## src/rtl/gpio_pad_ctrl_pkg.sv

```systemverilog
// Shared types and constants for the GPIO pad-configuration controller.
// Config word layout, reset default word and commit FSM states.
package gpio_pad_ctrl_pkg;

  localparam int CFG_W = 11;

  localparam int DM0         = 0;
  localparam int DM1         = 1;
  localparam int DM2         = 2;
  localparam int INP_DIS     = 3;
  localparam int IB_MODE_SEL = 4;
  localparam int VTRIP_SEL   = 5;
  localparam int SLOW_SEL    = 6;
  localparam int HOLDOVER    = 7;
  localparam int ANALOG_EN   = 8;
  localparam int ANALOG_SEL  = 9;
  localparam int ANALOG_POL  = 10;

  typedef logic [CFG_W-1:0] cfg_t;

  // Input-only pad with the input buffer disabled.
  localparam cfg_t CFG_DEFAULT = 11'h009;

  typedef enum logic [1:0] {
    ST_IDLE,
    ST_COMMIT,
    ST_DONE
  } state_e;

endpackage

```

## src/rtl/gpio_pad_cfg_bank.sv

```systemverilog
// Shadow and active configuration banks, one CFG_W word per pad.
// Ports: clk/rst_n, shadow write (wr_*), indexed copy (cp_*), active out.
module gpio_pad_cfg_bank
  import gpio_pad_ctrl_pkg::*;
#(
  parameter int NUM_PADS = 44,
  parameter int AW       = 6
) (
  input  logic                          clk,
  input  logic                          rst_n,
  input  logic                          wr_en,
  input  logic                          wr_bcast,
  input  logic [AW-1:0]                 wr_addr,
  input  logic [CFG_W-1:0]              wr_data,
  input  logic                          cp_en,
  input  logic [AW-1:0]                 cp_idx,
  output logic [NUM_PADS-1:0][CFG_W-1:0] active
);

  logic [NUM_PADS-1:0][CFG_W-1:0] shadow;

  always_ff @(posedge clk or negedge rst_n) begin
    if (!rst_n) begin
      for (int i = 0; i < NUM_PADS; i++) begin
        shadow[i] <= CFG_DEFAULT;
        active[i] <= CFG_DEFAULT;
      end
    end else begin
      for (int i = 0; i < NUM_PADS; i++) begin
        // Out-of-range wr_addr matches no pad: accepted, dropped.
        if (wr_en && (wr_bcast || wr_addr == AW'(i)))
          shadow[i] <= wr_data;
        if (cp_en && cp_idx == AW'(i))
          active[i] <= shadow[i];
      end
    end
  end

endmodule

```

## src/rtl/gpio_pad_ctrl.sv

```systemverilog
// GPIO pad-config controller: shadow writes, paced shadow->active commit.
// Ports: cfg_* write, commit_*, gpio_* pad config; rd_* with GPIO_PAD_CTRL_READBACK_EN.
module gpio_pad_ctrl
  import gpio_pad_ctrl_pkg::*;
#(
  parameter int NUM_PADS    = 44,
  parameter int STEP_CYCLES = 1,
  localparam int AW = $clog2(NUM_PADS)
) (
  input  logic                clk,
  input  logic                resetb,
  input  logic                cfg_valid,
  output logic                cfg_ready,
  input  logic [AW-1:0]       cfg_addr,
  input  logic                cfg_bcast,
  input  logic [CFG_W-1:0]    cfg_wdata,
  input  logic                commit_req,
  output logic                commit_busy,
  output logic                commit_done,
`ifdef GPIO_PAD_CTRL_READBACK_EN
  input  logic [AW-1:0]       rd_addr,
  output logic [CFG_W-1:0]    rd_data,
`endif
  output logic [NUM_PADS-1:0] gpio_dm2,
  output logic [NUM_PADS-1:0] gpio_dm1,
  output logic [NUM_PADS-1:0] gpio_dm0,
  output logic [NUM_PADS-1:0] gpio_inp_dis,
  output logic [NUM_PADS-1:0] gpio_ib_mode_sel,
  output logic [NUM_PADS-1:0] gpio_vtrip_sel,
  output logic [NUM_PADS-1:0] gpio_slow_sel,
  output logic [NUM_PADS-1:0] gpio_holdover,
  output logic [NUM_PADS-1:0] gpio_analog_en,
  output logic [NUM_PADS-1:0] gpio_analog_sel,
  output logic [NUM_PADS-1:0] gpio_analog_pol
);

  localparam int SW = (STEP_CYCLES > 1) ? $clog2(STEP_CYCLES) : 1;

  state_e                         state, state_d;
  logic [AW-1:0]                  idx, idx_d;
  logic [SW-1:0]                  step, step_d;
  logic                           cp_en;
  logic                           wr_en;
  logic [NUM_PADS-1:0][CFG_W-1:0] active;

  assign cfg_ready   = (state == ST_IDLE);
  assign commit_busy = (state != ST_IDLE);
  assign commit_done = (state == ST_DONE);
  assign wr_en       = cfg_valid & cfg_ready;

  always_ff @(posedge clk or negedge resetb) begin
    if (!resetb) begin
      state <= ST_IDLE;
      idx   <= '0;
      step  <= '0;
    end else begin
      state <= state_d;
      idx   <= idx_d;
      step  <= step_d;
    end
  end

  always_comb begin
    state_d = state;
    idx_d   = idx;
    step_d  = step;
    cp_en   = 1'b0;
    unique case (state)
      ST_IDLE: begin
        if (commit_req) begin
          state_d = ST_COMMIT;
          idx_d   = '0;
          step_d  = '0;
        end
      end
      ST_COMMIT: begin
        if (step == SW'(STEP_CYCLES - 1)) begin
          cp_en  = 1'b1;
          step_d = '0;
          idx_d  = idx + AW'(1);
          if (idx == AW'(NUM_PADS - 1))
            state_d = ST_DONE;
        end else begin
          step_d = step + SW'(1);
        end
      end
      ST_DONE: state_d = ST_IDLE;
      default: state_d = ST_IDLE;
    endcase
  end

  gpio_pad_cfg_bank #(
    .NUM_PADS (NUM_PADS),
    .AW       (AW)
  ) u_bank (
    .clk      (clk),
    .rst_n    (resetb),
    .wr_en    (wr_en),
    .wr_bcast (cfg_bcast),
    .wr_addr  (cfg_addr),
    .wr_data  (cfg_wdata),
    .cp_en    (cp_en),
    .cp_idx   (idx),
    .active   (active)
  );

  always_comb begin
    for (int i = 0; i < NUM_PADS; i++) begin
      gpio_dm0[i]         = active[i][DM0];
      gpio_dm1[i]         = active[i][DM1];
      gpio_dm2[i]         = active[i][DM2];
      gpio_inp_dis[i]     = active[i][INP_DIS];
      gpio_ib_mode_sel[i] = active[i][IB_MODE_SEL];
      gpio_vtrip_sel[i]   = active[i][VTRIP_SEL];
      gpio_slow_sel[i]    = active[i][SLOW_SEL];
      gpio_holdover[i]    = active[i][HOLDOVER];
      gpio_analog_en[i]   = active[i][ANALOG_EN];
      gpio_analog_sel[i]  = active[i][ANALOG_SEL];
      gpio_analog_pol[i]  = active[i][ANALOG_POL];
    end
  end

`ifdef GPIO_PAD_CTRL_READBACK_EN
  always_ff @(posedge clk or negedge resetb) begin
    if (!resetb)
      rd_data <= CFG_DEFAULT;
    else if (int'(rd_addr) < NUM_PADS)
      rd_data <= active[rd_addr];
    else
      rd_data <= '0;
  end
`endif

endmodule

```

## config.mk

```make
export PLATFORM = sky130hd
export DESIGN_NAME = gpio_pad_ctrl
export DESIGN_NICKNAME = d
export VERILOG_FILES = /design/src/rtl/gpio_pad_ctrl_pkg.sv /design/src/rtl/gpio_pad_cfg_bank.sv /design/src/rtl/gpio_pad_ctrl.sv
export SDC_FILE = /design/constraint.sdc
export NUM_CORES = 1
export LEC_CHECK = 0
export CAP_MARGIN = 5
export CELL_PAD_IN_SITES_DETAIL_PLACEMENT = 0
export CELL_PAD_IN_SITES_GLOBAL_PLACEMENT = 1
export CORE_ASPECT_RATIO = 2
export CORE_MARGIN = 2
export CORE_UTILIZATION = 30
export CTS_BUF_LIST = sky130_fd_sc_hd__clkbuf_8 sky130_fd_sc_hd__clkbuf_16
export CTS_CLUSTER_SIZE = 20
export DETAILED_ROUTE_END_ITERATION = 7
export GPL_TIMING_DRIVEN = 1
export PLACE_DENSITY = 0.67
export SYNTH_ARGS = -nofsm -noshare
export SYNTH_HDL_FRONTEND = slang
export SYNTH_SLANG_ARGS = --single-unit
export TNS_END_PERCENT = 100
```

## constraint.sdc

```tcl
create_clock -name clk -period 2.76 [get_ports clk]
set_input_delay 0.552 -clock clk [delete_from_list [all_inputs] [get_ports clk]]
set_output_delay 0.552 -clock clk [all_outputs]
set_load 0.02 [all_outputs]
```

==> run metrics, run 1 <==
outcome=completed; Primary FF master, synth=dfrtp_1; H-tree level count=3; Final ANT Viol Nets=0; worst-path fanout max=10; max incr delay on CP=0.47 ns; total power=about 57 mW; Multi-input gate area=0.01186 sq mm; vias=25798; Post-DP Area=0.04590 sq mm; Worst Path Required=about 2.2 ns; Setup violations, final=0; chip width=254.3 um; DRC=0; FP Rows=about 180; drt pass-1 iters=7; Sequential cell area=0.02465 sq mm; top cells by area, synth=dfrtp_1 53%, dfstp_2 12%, mux2_2 12%; dominant cell type by area after synthesis=dfrtp_1; fillers=approximately 12000; Placer Congestion=0.7730; Fin Clk Skew=0.04330 ns; CP Class=reg -> out; Final Hold Viols=0; post-synth cell types=41; P&R area growth vs syn=30.39%; core outline area=0.1243 sq mm; fin area=0.04903 sq mm; pin slew with the least headroom to its limit=between 1 and 1.5 ns; register bit total from synthesis=976; clk_lat worst skew=0.69 ns; Non-Filler Instances=5218; leak pwr=21.93 nW; CP max stage cell=dfrtp_2; most frequent cells in the layout=798 x dfrtp_1, 503 x clkdlybuf4s50_1, 488 x nand2_1; asr flop ratio synth=100.0%; sequential share of the synthesized area=65.54%; FF-to-FF Start=idx[2]$_DFFE_PN0P_; initial antenna violation count=5; placed cell count=5044; clk slew on worst S/H paths=roughly 0.070 ns; power per cell area=approximately 1200 mW/mm^2; worst path bufs/invs=3; nets=around 3500; RSZ-0062 raised after global routing=false; Starting Density=30.24%; crit-path cells=buf_4 -> or2_2 -> inv_1 -> dlygate4sd2_1; Synth Net Count=about 2900; DP HPWL=86290 um; Root Driver=clkbuf_16; Synth Warn #=0; die area=about 0.13 sq mm; Post-Syn Area=0.03760 sq mm; CTS tree=done; Via density=about 4.9; max_cap viols=0; EDFF count, synth=0; Max-slew headroom=26.00%; vias in the first global route=approximately 27000; Die Ht=504.7 um; Tot GR Track Use=19.73%; Final min period=2.624 ns; Max Slew Vio Count=0; crit start category=flip-flop; pin count of the biggest net entering global routing=89; first-pass GRT wire length=185800 um; Max Freq=381.1 MHz; Arr. time, crit path=2.07 ns; top cell type's share of synthesized area=53.24%; Critical Path Start=state[0]$_DFFE_PN0P_; Clock Sinks=976; routed len/inst=24.34 um; I/O Pins=between 500 and 600; I/O Buffers=508; commonest non-fill, non-tap cell in the layout=dfrtp_1; CP top delay family=buffers and inverters; DR iter-0 viols=1277; syn avg cell area=between 10 and 15 sq um; Bufs on Longest Clock Path=3; synthesized instance count=2919; CTS Buf Count=89; HP Class=in -> async; share of layout cells above drive strength 1=between 20% and 30%; fin crit share=95.07%; grt total ovfl=0; Total Wirelength=around 130000 um; Max VDD drop=762.6 uV; critical path endpoint category=primary output
==> flip-flops by register name, indices dropped and copies added (netlist names) <==
name / count
u_bank.active: 484
u_bank.shadow: 484
idx: 6
state: 2
==> report_power, final <==
group / leakage [nW] / switching (mW) / internal (mW)
sequential: 12.3 / 4.11 / 21.4
clock: 1.59 / 5.71 / 7.35
combinational: 8.08 / 9.46 / 8.97
total: 21.9 / 19.3 / 37.8
==> cell type report <==
class | count | share of cell area, %
diodes | 4 | 0.02042
repair buffers | 728 | 14.91
flip-flops and latches | 976 | 50.27
clock buffers | 106 | 5.089
clock inverters | 62 | 1.243
inverters | 3 | 0.02297
well taps | 1665 | 4.249
multi-input cells | 1674 | 24.20
==> through the flow <==
stage	setup TNS, ns	utilization [%]	setup slack, ns	hold WS, ns
after detailed placement	-3.366	36.92	-0.09606	0.4601
after CTS	0	39.43	0.02008	0.4024
after global placement	-3.166	36.92	-0.08538	0.4532
after floorplan	0	-	0.8356	0.2564
final	0	39.43	0.1360	0.4391
after global routing	0	39.43	0.03247	0.4534
==> Yosys cell counts (2+ instances only) <==
cell       number
nor2_4         10
buf_2          90
nor3_1         41
clkbuf_1      159
and4bb_2        7
nor4b_2         5
nor2b_1         4
mux2i_1         2
mux2_2        386
nand3b_1        9
or4b_1          4
or2_2           2
o22ai_1       484
nand2_1       499
nand4bb_1       8
buf_4           3
a21oi_1        44
ha_1            4
buf_1           3
inv_1           3
nor3_2          3
nor2_1         28
buf_6          11
a22o_1          3
dfrtp_1       800
dfstp_2       176
nand2b_1        2
nand3_1        16
mux2_1        101
==> per-layer routing <==
metal	GRT usage, %	wire length [um]	vias to the layer above
met5	0	40	-
met3	3.613	7085	163
met4	6.307	3434	6
met2	33.46	63310	810
met1	25.26	53130	13304
li1	-	-	11515
==> cell families after synthesis <==
family / share of synthesized area (%)
buffers and inverters: 3.234
DFF: 65.54
muxes: 14.64
and+or+nand+nor: 7.730
adders and majority gates: 0.1331
AOI/OAI and AO/OA: 8.728
==> worst reg2reg max path, cell delays in order (launching register included) <==
cell and delay (ns):
dfrtp_1 0.55, nor2_1 0.72, nand3_1 0.70, mux2_2 0.49
==> timing repair <==
action | CTS | global route
gates resized for setup | 4 | 1
endpoints found under the setup margin | 3 | 1
hold endpoints to repair | 17 | 0
setup buffers | 1 | 0
hold buffers | 1 | 0
==> worst paths after layout <==
path	slack [ns]	cells past startpoint	end
worst max-delay path	0.14	4	cfg_ready
min in group clk	0.47	2	u_bank.shadow[154]$_DFFE_PN1P_
worst min-delay path	0.44	2	u_bank.active[393]$_DFFE_PN0P_
worst min register to register	0.47	2	u_bank.shadow[154]$_DFFE_PN1P_
max in group asynchronous	1.28	4	u_bank.active[234]$_DFFE_PN1P_
worst max register to register	0.18	3	u_bank.active[215]$_DFFE_PN0P_
(Power assumes the default switching activity.)
==> run 2, diff against run 1 <==
--- a/config.mk
+++ b/config.mk
@@ -12,10 +12,11 @@
 export CORE_MARGIN = 2
 export CORE_UTILIZATION = 30
 export CTS_BUF_LIST = sky130_fd_sc_hd__clkbuf_8 sky130_fd_sc_hd__clkbuf_16
+export CTS_CLUSTER_DIAMETER = 30
 export CTS_CLUSTER_SIZE = 20
 export DETAILED_ROUTE_END_ITERATION = 7
 export GPL_TIMING_DRIVEN = 1
-export PLACE_DENSITY = 0.67
+export PLACE_DENSITY = 0.69
 export SYNTH_ARGS = -nofsm -noshare
 export SYNTH_HDL_FRONTEND = slang
 export SYNTH_SLANG_ARGS = --single-unit
==> constraint.sdc (replaced) <==
create_clock -name clk -period 2.25 [get_ports clk]
set_input_delay 0.45 -clock clk [delete_from_list [all_inputs] [get_ports clk]]
set_output_delay 0.45 -clock clk [all_outputs]
set_load 0.02 [all_outputs]
==> run 2 against run 1 <==
  * Final area is 4.3% higher
  * Combinational power up 18%
  * Wire length increased by 0.25%
  * Critical path depth is 3 lower
  * Power grew 30%
  * First-iteration DRC count increased by 23%
  * Worst setup slack worse by 0.071 ns
  * Global-route usage increased by 0.050 points
  * Core utilization up 1.7 points
  * Cell count is 2.0% higher
  * Sequential cell count is the same
  * Sequential share of layout area is 2.1 points lower
  * Critical path type unchanged
  * Critical endpoint is now gpio_analog_en[8]
==> run metrics, run 2 (synthesized netlist as in run 1, its figures left out) <==
Max Freq=around 460 MHz; Max VDD drop=~890 uV; Root Driver=clkbuf_16; DR iter-0 viols=approximately 1600; critical path endpoint category=primary output; max_cap viols=0; nets=roughly 3600; CP top delay family=buffers and inverters; Setup violations, final=0; drt pass-1 iters=5; fillers=between 10000 and 15000; Placer Congestion=approximately 0.8; worst-path fanout max=2; initial antenna violation count=8; DP HPWL=88600 um; fin crit share=about 100%; worst path bufs/invs=1; Worst Path Required=1.80 ns; Via density=4.921; register-to-register setup slack=roughly 0.090 ns; vias=26186; Fin Clk Skew=0.04141 ns; crit-path cells=clkdlybuf4s50_1; WHS=0.1598 ns; Post-DP Area=0.04689 sq mm; Starting Density=30.24%; I/O Buffers=508; DRC=0; chip width=254.3 um; power per cell area=1446 mW/mm^2; vias in the first global route=about 28000; post-place setup slack=-0.2993 ns; leak pwr=24.25 nW; Non-Filler Instances=5321; setup tns final=0 ns; FP Rows=183; clk_lat worst skew=0.76 ns; clk slew on worst S/H paths=0.06 ns; H-tree level count=3; HP Class=in -> async; die area=0.1284 sq mm; P&R area growth vs syn=35.95%; Arr. time, crit path=1.74 ns; pin slew with the least headroom to its limit=1.171 ns; crit start category=flip-flop; first-pass GRT wire length=186900 um; RSZ-0062 raised after global routing=false; I/O Pins=a little over 500; core outline area=approximately 0.12 sq mm; Final min period=2.185 ns; Tot GR Track Use=between 10% and 20%; Max-slew headroom=~22%; Final Core Density=approximately two fifths; outcome=completed; Bufs on Longest Clock Path=3; Setup WS post-layout=0.06493 ns; Clock Sinks=between 900 and 1000; Die Ht=~500 um; Max Slew Vio Count=0; CTS tree=done; fin area=0.05112 sq mm; total power=73.93 mW; pin count of the biggest net entering global routing=143; Total Wirelength=127300 um; routed len/inst=23.93 um; CP Class=reg -> out; grt total ovfl=0; Largest regs=u_bank.active x484, u_bank.shadow x484, idx x6; Final Hold Viols=0; most frequent cells in the layout=800 x dfrtp_1, 488 x nand2_1, 484 x o22ai_1; Final ANT Viol Nets=0; CTS Buf Count=120; share of layout cells above drive strength 1=a little under a third; max incr delay on CP=0.63 ns; CP max stage cell=clkdlybuf4s50_1; commonest non-fill, non-tap cell in the layout=dfrtp_1; placed cell count=about 5000
run 2: changes by cell type in the layout (fill, tap and decap cells not counted), sizes merged, moves of 2 or more:
cell	delta
clkinv	+25
clkbuf	+20
clkdlybuf4s50	-289
inv	+7
dlymetal6s2s	+17
buf	+49
clkinvlp	+7
diode	-2
dlygate4sd2	+264
bufinv	+4
run 2: path summary, 6_finish.rpt:
| check | to | start | cells past startpoint |
|---|---|---|---|
| worst min-delay path | u_bank.shadow[371]$_DFFE_PN0P_ | resetb | 2 |
| worst max register to register | u_bank.active[274]$_DFFE_PN0P_ | idx[0]$_DFFE_PN0P_ | 6 |
| max in group asynchronous | u_bank.shadow[72]$_DFFE_PN0P_ | resetb | 3 |
| min in group clk | u_bank.shadow[168]$_DFFE_PN1P_ | u_bank.shadow[168]$_DFFE_PN1P_ | 2 |
| worst min register to register | u_bank.shadow[168]$_DFFE_PN1P_ | u_bank.shadow[168]$_DFFE_PN1P_ | 2 |
| worst max-delay path | gpio_analog_en[8] | u_bank.active[96]$_DFFE_PN0P_ | 1 |
run 2: final cells by class:
class	instances	area [sq um]	area share, %
diodes	2	5.005	0.009790
clock inverters	105	1399	2.736
flip-flops and latches	976	24640	48.21
repair buffers	771	8015	15.68
inverters	3	11.26	0.02203
well taps	1665	2083	4.075
clock buffers	125	3072	6.009
multi-input cells	1674	11890	23.26
run 2: per-layer routing:
| metal | wire length, um | global-route usage (%) | up-vias |
|---|---|---|---|
| met3 | 7591 | 4.144 | 146 |
| met2 | 63060 | 33.31 | 859 |
| met1 | 53660 | 25.42 | 13492 |
| li1 | - | - | 11685 |
| met5 | 27 | 0 | - |
| met4 | 2981 | 5.768 | 4 |
run 2: power by group:
| part | internal [mW] | total [mW] | switching (mW) | leakage [nW] |
|---|---|---|---|---|
| clock network | 12.0 | 20.8 | 8.88 | 2.14 |
| registers | 26.3 | 31.3 | 5.02 | 12.3 |
| logic | 10.1 | 21.8 | 11.7 | 9.85 |
| total | 48.3 | 73.9 | 25.6 | 24.3 |
run 2: repair_timing:
item                                    CTS  global route
buffers inserted                          1             2
endpoints found under the setup margin  282            28
hold buffers                              1             0
hold endpoints to repair                176             0
resized for setup                       285            22
